<file path="config.mk">
export PLATFORM = sky130hd
export DESIGN_NAME = line_buf_sched_flat
export DESIGN_NICKNAME = d
export VERILOG_FILES = /design/src/rtl/line_buf_sched_pkg.sv /design/src/rtl/line_buf_sched_if.sv /design/src/rtl/line_buf_sched.sv /design/src/flat_wrapper.sv
export SDC_FILE = /design/constraint.sdc
export NUM_CORES = 1
export LEC_CHECK = 0
export ABC_AREA = 1
export CAP_MARGIN = 25
export CORE_MARGIN = 1.5
export CORE_UTILIZATION = 40
export DETAILED_ROUTE_END_ITERATION = 12
export GPL_TIMING_DRIVEN = 1
export SYNTH_ARGS = -nofsm -noshare
export SYNTH_HDL_FRONTEND = slang
export SYNTH_SLANG_ARGS = --single-unit
</file>
<file path="constraint.sdc">
create_clock -name clk_i -period 1.4 [get_ports clk_i]
set_input_delay 0.14 -clock clk_i [delete_from_list [all_inputs] [get_ports clk_i]]
set_output_delay 0.14 -clock clk_i [all_outputs]
set_load 0.01 [all_outputs]
</file>
<file path="src/rtl/line_buf_sched_pkg.sv">
// Shared types and index helpers for the line-buffer ring scheduler.
// Helpers work at the maximum ring size; callers cast results to their own width.
package line_buf_pkg;

    localparam int unsigned MaxWin  = 8;
    localparam int unsigned MaxIdxW = 3;

    typedef enum logic [2:0] {
        StFill,
        StArm,
        StRead,
        StFlush,
        StWaitLine
    } sched_state_t;

    // Explicit wrap so non-power-of-2 ring sizes never reach an illegal index.
    function automatic logic [MaxIdxW-1:0] idx_inc(input logic [MaxIdxW-1:0] idx,
                                                   input int unsigned win);
        if (32'(idx) == win - 32'd1) begin
            return '0;
        end
        return idx + MaxIdxW'(1);
    endfunction

    function automatic logic [MaxWin-1:0] idx_to_onehot(input logic [MaxIdxW-1:0] idx);
        logic [MaxWin-1:0] oh;
        oh      = '0;
        oh[idx] = 1'b1;
        return oh;
    endfunction

endpackage

</file>
<file path="src/rtl/line_buf_sched_if.sv">
// Control bundle between the scheduler (master) and the line-buffer ring (slave).
interface line_buf_sched_if #(
    parameter int unsigned WIN_SIZE  = 3,
    parameter int unsigned IDX_WIDTH = $clog2(WIN_SIZE),
    parameter int unsigned CNT_WIDTH = 16
);

    logic                 sof_i;
    logic                 eol_i;
    logic                 out_eol_i;
    logic [WIN_SIZE-1:0]  empty_i;
    logic [WIN_SIZE-1:0]  unread_i;
    logic [WIN_SIZE-1:0]  wr_sel_o;
    logic [WIN_SIZE-1:0]  pop_line_o;
    logic [WIN_SIZE-1:0]  flush_line_o;
    logic [IDX_WIDTH-1:0] oldest_idx_o;
    logic                 win_active_o;
    logic [CNT_WIDTH-1:0] line_cnt_o;

    modport master (
        input  sof_i, eol_i, out_eol_i, empty_i, unread_i,
        output wr_sel_o, pop_line_o, flush_line_o, oldest_idx_o, win_active_o, line_cnt_o
    );

    modport slave (
        output sof_i, eol_i, out_eol_i, empty_i, unread_i,
        input  wr_sel_o, pop_line_o, flush_line_o, oldest_idx_o, win_active_o, line_cnt_o
    );

endinterface

</file>
<file path="src/rtl/line_buf_sched.sv">
// Sequences a ring of line buffers into a sliding vertical window: fill, pop all
// together, flush the oldest row, refill it with the next line.
module line_buf_sched
    import line_buf_pkg::*;
#(
    parameter int unsigned WIN_SIZE  = 3,
    parameter int unsigned CNT_WIDTH = 16
) (
    input  logic              clk_i,
    input  logic              rst_i,
    line_buf_sched_if.master  bus
);

    localparam int unsigned IDX_WIDTH = $clog2(WIN_SIZE);
    localparam int unsigned FILL_W    = IDX_WIDTH + 1;
    localparam logic [FILL_W-1:0] FillLast = FILL_W'(WIN_SIZE - 1);

    sched_state_t         state_q, state_d;
    logic [FILL_W-1:0]    fill_cnt_q, fill_cnt_d;
    logic [WIN_SIZE-1:0]  wr_sel_q, wr_sel_d;
    logic [WIN_SIZE-1:0]  pop_q, pop_d;
    logic [WIN_SIZE-1:0]  flush_q, flush_d;
    logic [IDX_WIDTH-1:0] oldest_q, oldest_d;
    logic                 win_active_q, win_active_d;
    logic [CNT_WIDTH-1:0] line_cnt_q, line_cnt_d;
    logic [IDX_WIDTH-1:0] newest;

    // Newest row sits just behind the oldest in the ring.
    always_comb begin
        if (oldest_q == '0) begin
            newest = IDX_WIDTH'(WIN_SIZE - 1);
        end else begin
            newest = oldest_q - IDX_WIDTH'(1);
        end
    end

    always_comb begin
        state_d      = state_q;
        fill_cnt_d   = fill_cnt_q;
        wr_sel_d     = wr_sel_q;
        pop_d        = '0;
        flush_d      = '0;
        oldest_d     = oldest_q;
        win_active_d = win_active_q;
        line_cnt_d   = line_cnt_q;

        if (bus.sof_i) begin
            state_d      = StFill;
            oldest_d     = '0;
            line_cnt_d   = '0;
            win_active_d = 1'b0;
            if (bus.eol_i) begin
                fill_cnt_d = FILL_W'(1);
                wr_sel_d   = WIN_SIZE'(idx_to_onehot(MaxIdxW'(1)));
            end else begin
                fill_cnt_d = '0;
                wr_sel_d   = WIN_SIZE'(idx_to_onehot('0));
            end
        end else begin
            unique case (state_q)
                StFill: begin
                    if (bus.eol_i) begin
                        fill_cnt_d = fill_cnt_q + FILL_W'(1);
                        if (fill_cnt_q == FillLast) begin
                            wr_sel_d = '0;
                            state_d  = StArm;
                        end else begin
                            wr_sel_d = {wr_sel_q[WIN_SIZE-2:0], wr_sel_q[WIN_SIZE-1]};
                        end
                    end
                end
                StArm: begin
                    // Waiting on the flags covers the buffers' one-cycle lag after tlast.
                    if (bus.empty_i == '0 && bus.unread_i[newest]) begin
                        pop_d        = '1;
                        win_active_d = 1'b1;
                        state_d      = StRead;
                    end
                end
                StRead: begin
                    if (bus.out_eol_i) begin
                        win_active_d = 1'b0;
                        line_cnt_d   = line_cnt_q + CNT_WIDTH'(1);
                        flush_d      = WIN_SIZE'(idx_to_onehot(MaxIdxW'(oldest_q)));
                        state_d      = StFlush;
                    end
                end
                StFlush: begin
                    wr_sel_d = WIN_SIZE'(idx_to_onehot(MaxIdxW'(oldest_q)));
                    oldest_d = IDX_WIDTH'(idx_inc(MaxIdxW'(oldest_q), WIN_SIZE));
                    state_d  = StWaitLine;
                end
                StWaitLine: begin
                    if (bus.eol_i) begin
                        wr_sel_d = '0;
                        state_d  = StArm;
                    end
                end
                default: state_d = StFill;
            endcase
        end
    end

    always_ff @(posedge clk_i or posedge rst_i) begin
        if (rst_i) begin
            state_q      <= StFill;
            fill_cnt_q   <= '0;
            wr_sel_q     <= WIN_SIZE'(1);
            pop_q        <= '0;
            flush_q      <= '0;
            oldest_q     <= '0;
            win_active_q <= 1'b0;
            line_cnt_q   <= '0;
        end else begin
            state_q      <= state_d;
            fill_cnt_q   <= fill_cnt_d;
            wr_sel_q     <= wr_sel_d;
            pop_q        <= pop_d;
            flush_q      <= flush_d;
            oldest_q     <= oldest_d;
            win_active_q <= win_active_d;
            line_cnt_q   <= line_cnt_d;
        end
    end

    assign bus.wr_sel_o     = wr_sel_q;
    assign bus.pop_line_o   = pop_q;
    assign bus.flush_line_o = flush_q;
    assign bus.oldest_idx_o = oldest_q;
    assign bus.win_active_o = win_active_q;
    assign bus.line_cnt_o   = line_cnt_q;

endmodule

</file>
<file path="src/flat_wrapper.sv">
// flat-port wrapper written by rule: the top's interface ports become plain ports
module line_buf_sched_flat import line_buf_pkg::*;
#(
    parameter int unsigned WIN_SIZE  = 3,
    parameter int unsigned CNT_WIDTH = 16
)
  (clk_i, rst_i, bus_sof_i, bus_eol_i, bus_out_eol_i, bus_empty_i, bus_unread_i, bus_wr_sel_o, bus_pop_line_o, bus_flush_line_o, bus_oldest_idx_o, bus_win_active_o, bus_line_cnt_o);
  line_buf_sched_if #(.WIN_SIZE(WIN_SIZE), .CNT_WIDTH(CNT_WIDTH)) bus_i ();
  input  logic clk_i;
  input  logic rst_i;
  input wire logic [$bits(bus_i.sof_i)-1:0] bus_sof_i;
  input wire logic [$bits(bus_i.eol_i)-1:0] bus_eol_i;
  input wire logic [$bits(bus_i.out_eol_i)-1:0] bus_out_eol_i;
  input wire logic [$bits(bus_i.empty_i)-1:0] bus_empty_i;
  input wire logic [$bits(bus_i.unread_i)-1:0] bus_unread_i;
  output wire logic [$bits(bus_i.wr_sel_o)-1:0] bus_wr_sel_o;
  output wire logic [$bits(bus_i.pop_line_o)-1:0] bus_pop_line_o;
  output wire logic [$bits(bus_i.flush_line_o)-1:0] bus_flush_line_o;
  output wire logic [$bits(bus_i.oldest_idx_o)-1:0] bus_oldest_idx_o;
  output wire logic [$bits(bus_i.win_active_o)-1:0] bus_win_active_o;
  output wire logic [$bits(bus_i.line_cnt_o)-1:0] bus_line_cnt_o;
  assign bus_i.sof_i = bus_sof_i;
  assign bus_i.eol_i = bus_eol_i;
  assign bus_i.out_eol_i = bus_out_eol_i;
  assign bus_i.empty_i = bus_empty_i;
  assign bus_i.unread_i = bus_unread_i;
  assign bus_wr_sel_o = bus_i.wr_sel_o;
  assign bus_pop_line_o = bus_i.pop_line_o;
  assign bus_flush_line_o = bus_i.flush_line_o;
  assign bus_oldest_idx_o = bus_i.oldest_idx_o;
  assign bus_win_active_o = bus_i.win_active_o;
  assign bus_line_cnt_o = bus_i.line_cnt_o;
  line_buf_sched #(.WIN_SIZE(WIN_SIZE), .CNT_WIDTH(CNT_WIDTH)) u_core (.clk_i(clk_i), .rst_i(rst_i), .bus(bus_i));
endmodule
</file>
==> flow_results.xml <==
<?xml version="1.0" encoding="UTF-8"?>
<metrics>
  <group name="status">
    <metric name="outcome" unit="">finished, final reports clean</metric>
  </group>
  <group name="logic_synthesis">
    <metric name="yosys_reg_bits" unit="">32</metric>
    <metric name="syn-cell-area" unit="mm2">0.00197</metric>
    <metric name="yosysSeqAreaShare" unit="%">40.7</metric>
    <metric name="synth_nets" unit="">299</metric>
    <metric name="postSynthAreaPerCell" unit="um2">7.02</metric>
    <metric name="yosys.cell_types.count" unit="">25</metric>
    <metric name="ys_warn_count" unit="">0</metric>
    <metric name="synthesis.instances" unit="">281</metric>
  </group>
  <group name="place">
    <metric name="gp_congestion" unit="">0.859</metric>
    <metric name="dp.final_hpwl" unit="um">3670</metric>
    <metric name="placement.setup.worst_slack" unit="ns">-0.0360</metric>
    <metric name="io_buffer_count" unit="">38</metric>
  </group>
  <group name="floorplan">
    <metric name="starting_density_of_the_core" unit="%">41.7</metric>
    <metric name="floorplan.die_area" unit="mm2">0.00536</metric>
    <metric name="die_height" unit="um">73.2</metric>
    <metric name="core_area" unit="mm2">0.00472</metric>
    <metric name="num_io_pins" unit="">39</metric>
    <metric name="die_x" unit="um">73.2</metric>
    <metric name="floorplan.rows" unit="">25</metric>
  </group>
  <group name="pwr">
    <metric name="power_density" unit="mW/mm2">1010</metric>
    <metric name="report.power.total" unit="mW">2.86</metric>
    <metric name="power.leakage" unit="nW">1.50</metric>
    <metric name="vdd.ir_drop.worst" unit="V">0.000626</metric>
  </group>
  <group name="critical_path">
    <metric name="cp.buffers_inverters" unit="">1</metric>
    <metric name="setup.worst_path.start_class" unit="">flop</metric>
    <metric name="timing_worst_setup_path_type" unit="">reg -&gt; out</metric>
    <metric name="crit_path_max_incr_delay" unit="ns">0.56</metric>
    <metric name="critical_path.max_fanout" unit="">4</metric>
    <metric name="end_kind" unit="">primary output</metric>
    <metric name="worst_ep_required_time" unit="ns">1.26</metric>
    <metric name="path_cells" unit="">clkdlybuf4s50_1</metric>
    <metric name="cp_data_arrival_time" unit="ns">1.24</metric>
    <metric name="cpLargestDelayFamily" unit="">buffers and inverters</metric>
    <metric name="critical-path-slowest-cell" unit="">clkdlybuf4s50_1</metric>
  </group>
  <group name="global_routing">
    <metric name="globalRouteOverflowTotal" unit="">0</metric>
    <metric name="groute.layer.met2.usage" unit="%">34.2</metric>
    <metric name="antenna_found_initial" unit="">0</metric>
    <metric name="wire_length_of_the_first_global_routing_pass" unit="um">8290</metric>
    <metric name="number_of_global_route_vias_before_repair" unit="">1886</metric>
    <metric name="gr-usage-all-layers" unit="%">20.0</metric>
    <metric name="grt-busiest-layer" unit="">met2</metric>
    <metric name="m3_gr_usage" unit="%">4.14</metric>
    <metric name="gr-usage-met1" unit="%">26.2</metric>
    <metric name="largest_net_degree_at_the_start_of_global_routing" unit="">33</metric>
  </group>
  <group name="cells_and_area">
    <metric name="most-common-layout-cells" unit="">87 x nand2_1, 41 x inv_1, 34 x buf_4, 27 x clkdlybuf4s50_1, 27 x dfrtp_1</metric>
    <metric name="final.fill_count" unit="">428</metric>
    <metric name="area_growth" unit="%">44.0</metric>
    <metric name="layout_commonest_cell" unit="">nand2_1</metric>
    <metric name="diodes" unit="">0</metric>
    <metric name="post_route_cells_drive_above_1_share" unit="%">19.7</metric>
    <metric name="nets" unit="">373</metric>
  </group>
  <group name="clock_tree">
    <metric name="clk_pin_slew_worst_paths" unit="ns">0.07</metric>
    <metric name="tritoncts" unit="">yes</metric>
    <metric name="number_of_buffers_inserted_during_clock_tree_synthesis" unit="">5</metric>
    <metric name="cts.root.buffer_cell" unit="">clkbuf_8</metric>
    <metric name="clk_sinks" unit="">32</metric>
    <metric name="ctsHoldBuffers" unit="">0</metric>
    <metric name="clk_path_buf_depth" unit="">2</metric>
    <metric name="clock_tree.htree_level_count" unit="">2</metric>
    <metric name="insertion_delay" unit="ns">0.28</metric>
  </group>
  <group name="timing">
    <metric name="post-route-worst-setup-slack" unit="ns">0.0184</metric>
    <metric name="skew" unit="ns">0.00537</metric>
    <metric name="final_max_slew_viol_count" unit="">0</metric>
    <metric name="finalCriticalPeriod" unit="ns">1.38</metric>
    <metric name="clock.fmax" unit="MHz">724</metric>
    <metric name="tightestPinTransition" unit="ns">0.236</metric>
    <metric name="rsz0062_at_grt" unit="">yes</metric>
    <metric name="setup_viol_count_final" unit="">0</metric>
    <metric name="final_hold_viol_count" unit="">0</metric>
    <metric name="slew_headroom" unit="%">84.3</metric>
    <metric name="finalHoldWorstSlack" unit="ns">0.201</metric>
    <metric name="final_clock_period_utilization_by_the_worst_path" unit="%">98.7</metric>
  </group>
  <group name="detailed_routing">
    <metric name="drt_iter0_markers" unit="">191</metric>
    <metric name="route.antenna.remaining_nets" unit="">0</metric>
    <metric name="drt-vias-per-instance" unit="">4.70</metric>
    <metric name="detailedRoute.firstPassIterationCount" unit="">4</metric>
    <metric name="postRouteWirelength" unit="um">4960</metric>
    <metric name="drt_drc_violations_left" unit="">0</metric>
    <metric name="num_vias" unit="">1985</metric>
    <metric name="route.detailed.wl_per_inst" unit="um">11.8</metric>
  </group>
  <group name="flow_run">
    <metric name="timing.max_cap.violations" unit="">0</metric>
  </group>
  <group name="worst_hold_path">
    <metric name="hp-class" unit="">in -&gt; async</metric>
  </group>
</metrics>
## worst reg2reg max path, cell delays in order, from the launching register on
cell      delay [ns]
dfrtp_1         0.40
inv_2           0.07
ha_4            0.26
inv_2           0.03
o21bai_1        0.12
nand2_1         0.08
nand3_2         0.08
nand2_2         0.08
nand3_1         0.08
nand2_1         0.05
## power by group
part,switching (mW),internal (mW)
sequential,0.113,1.05
combinational,0.515,0.401
clock,0.341,0.438
total,0.970,1.89
## registers in the layout, summed over array words and instances (netlist names)
signal and cells:
u_core.bus.pop_line_o 1, u_core.fill_cnt_q 3, u_core.bus.wr_sel_o 3, u_core.bus.oldest_idx_o 2, u_core.bus.line_cnt_o 16, u_core.state_q 3
u_core.bus.win_active_o 1, u_core.bus.flush_line_o 3
## final cells by class
| type | instances | area [um2] | area share [%] |
|---|---|---|---|
| multi-input combinational | 195 | 1010 | 35.6 |
| tap | 67 | 83.8 | 2.95 |
| clock buffer | 7 | 96.3 | 3.39 |
| inverter | 48 | 180 | 6.34 |
| timing repair buffer | 73 | 661 | 23.3 |
| sequential | 32 | 807 | 28.4 |
## synth_stat cells
cell type / instances / area (um2)
ha_1: 7 / 87.6
nor3_1: 5 / 25.0
buf_2: 2 / 10.0
nand3_1: 24 / 120
dfstp_2: 1 / 26.3
nand2_1: 88 / 330
inv_1: 46 / 173
a21oi_1: 7 / 35.0
nor2_8: 1 / 20.0
dfrtp_1: 31 / 776
o21a_1: 1 / 7.51
o22ai_1: 1 / 6.26
buf_1: 1 / 3.75
buf_4: 3 / 22.5
o31ai_1: 1 / 7.51
a31oi_1: 1 / 6.26
nand4_1: 12 / 75.1
o211ai_1: 1 / 7.51
inv_2: 2 / 7.51
o21ai_1: 4 / 20.0
nor2_4: 1 / 11.3
nor2_1: 25 / 93.8
o21ai_0: 12 / 60.1
nand3_4: 1 / 17.5
o21bai_1: 3 / 22.5
## per-stage QoR
step | instances | setup TNS, ns | cell area, um2 | utilization (%)
2_1_floorplan | 281 | 0 | 1970 | -
3_3_place_gp | 405 | -0.00226 | 2600 | 55.0
3_5_place_dp | 405 | -0.0732 | 2600 | 55.0
4_1_cts | 420 | 0 | 2760 | 58.4
5_1_grt | 422 | -0.174 | 2840 | 60.1
6_report | 422 | 0 | 2840 | 60.1
## cells by family (layout without fill, tap and decap cells)
family / Yosys count / after routing / synth area share, %
adder cells (fa/ha/maj): 7 / 7 / 4.44
buffers and inverters: 54 / 128 / 11.0
AND/OR/NAND/NOR: 157 / 157 / 35.2
flip-flops: 32 / 32 / 40.7
AO/OA/AOI/OAI: 31 / 31 / 8.76
## worst paths after layout
| check | cells after the start | to | from | slack (ns) |
|---|---|---|---|---|
| max in group asynchronous | 3 | u_core.bus.wr_sel_o[0] | rst_i | 0.96 |
| worst min register to register | 2 | u_core.bus.wr_sel_o[0] | u_core.bus.wr_sel_o[0] | 0.48 |
| min in group clk_i | 2 | u_core.bus.wr_sel_o[0] | u_core.bus.wr_sel_o[0] | 0.48 |
| worst max-delay path | 1 | bus_oldest_idx_o[1] | u_core.bus.oldest_idx_o[1] | 0.02 |
| worst max register to register | 9 | u_core.bus.win_active_o | u_core.bus.oldest_idx_o[1] | 0.03 |
| worst min-delay path | 3 | u_core.bus.line_cnt_o[3] | rst_i | 0.20 |
## metal layers
metal / up-vias / part of all wire [%]
met5: - / 0
met3: 6 / 3.9
met4: 0 / 0.77
met2: 40 / 47
met1: 896 / 49
li1: 1043 / -
## what timing repair did
action / in CTS / in global routing
gates resized for setup: 11 / 25
pin swaps: 0 / 2
hold endpoints to repair: 0 / 0
buffers inserted: 8 / 2
setup endpoints to repair: 18 / 21
Note: power is estimated with default switching activity, not from simulation.
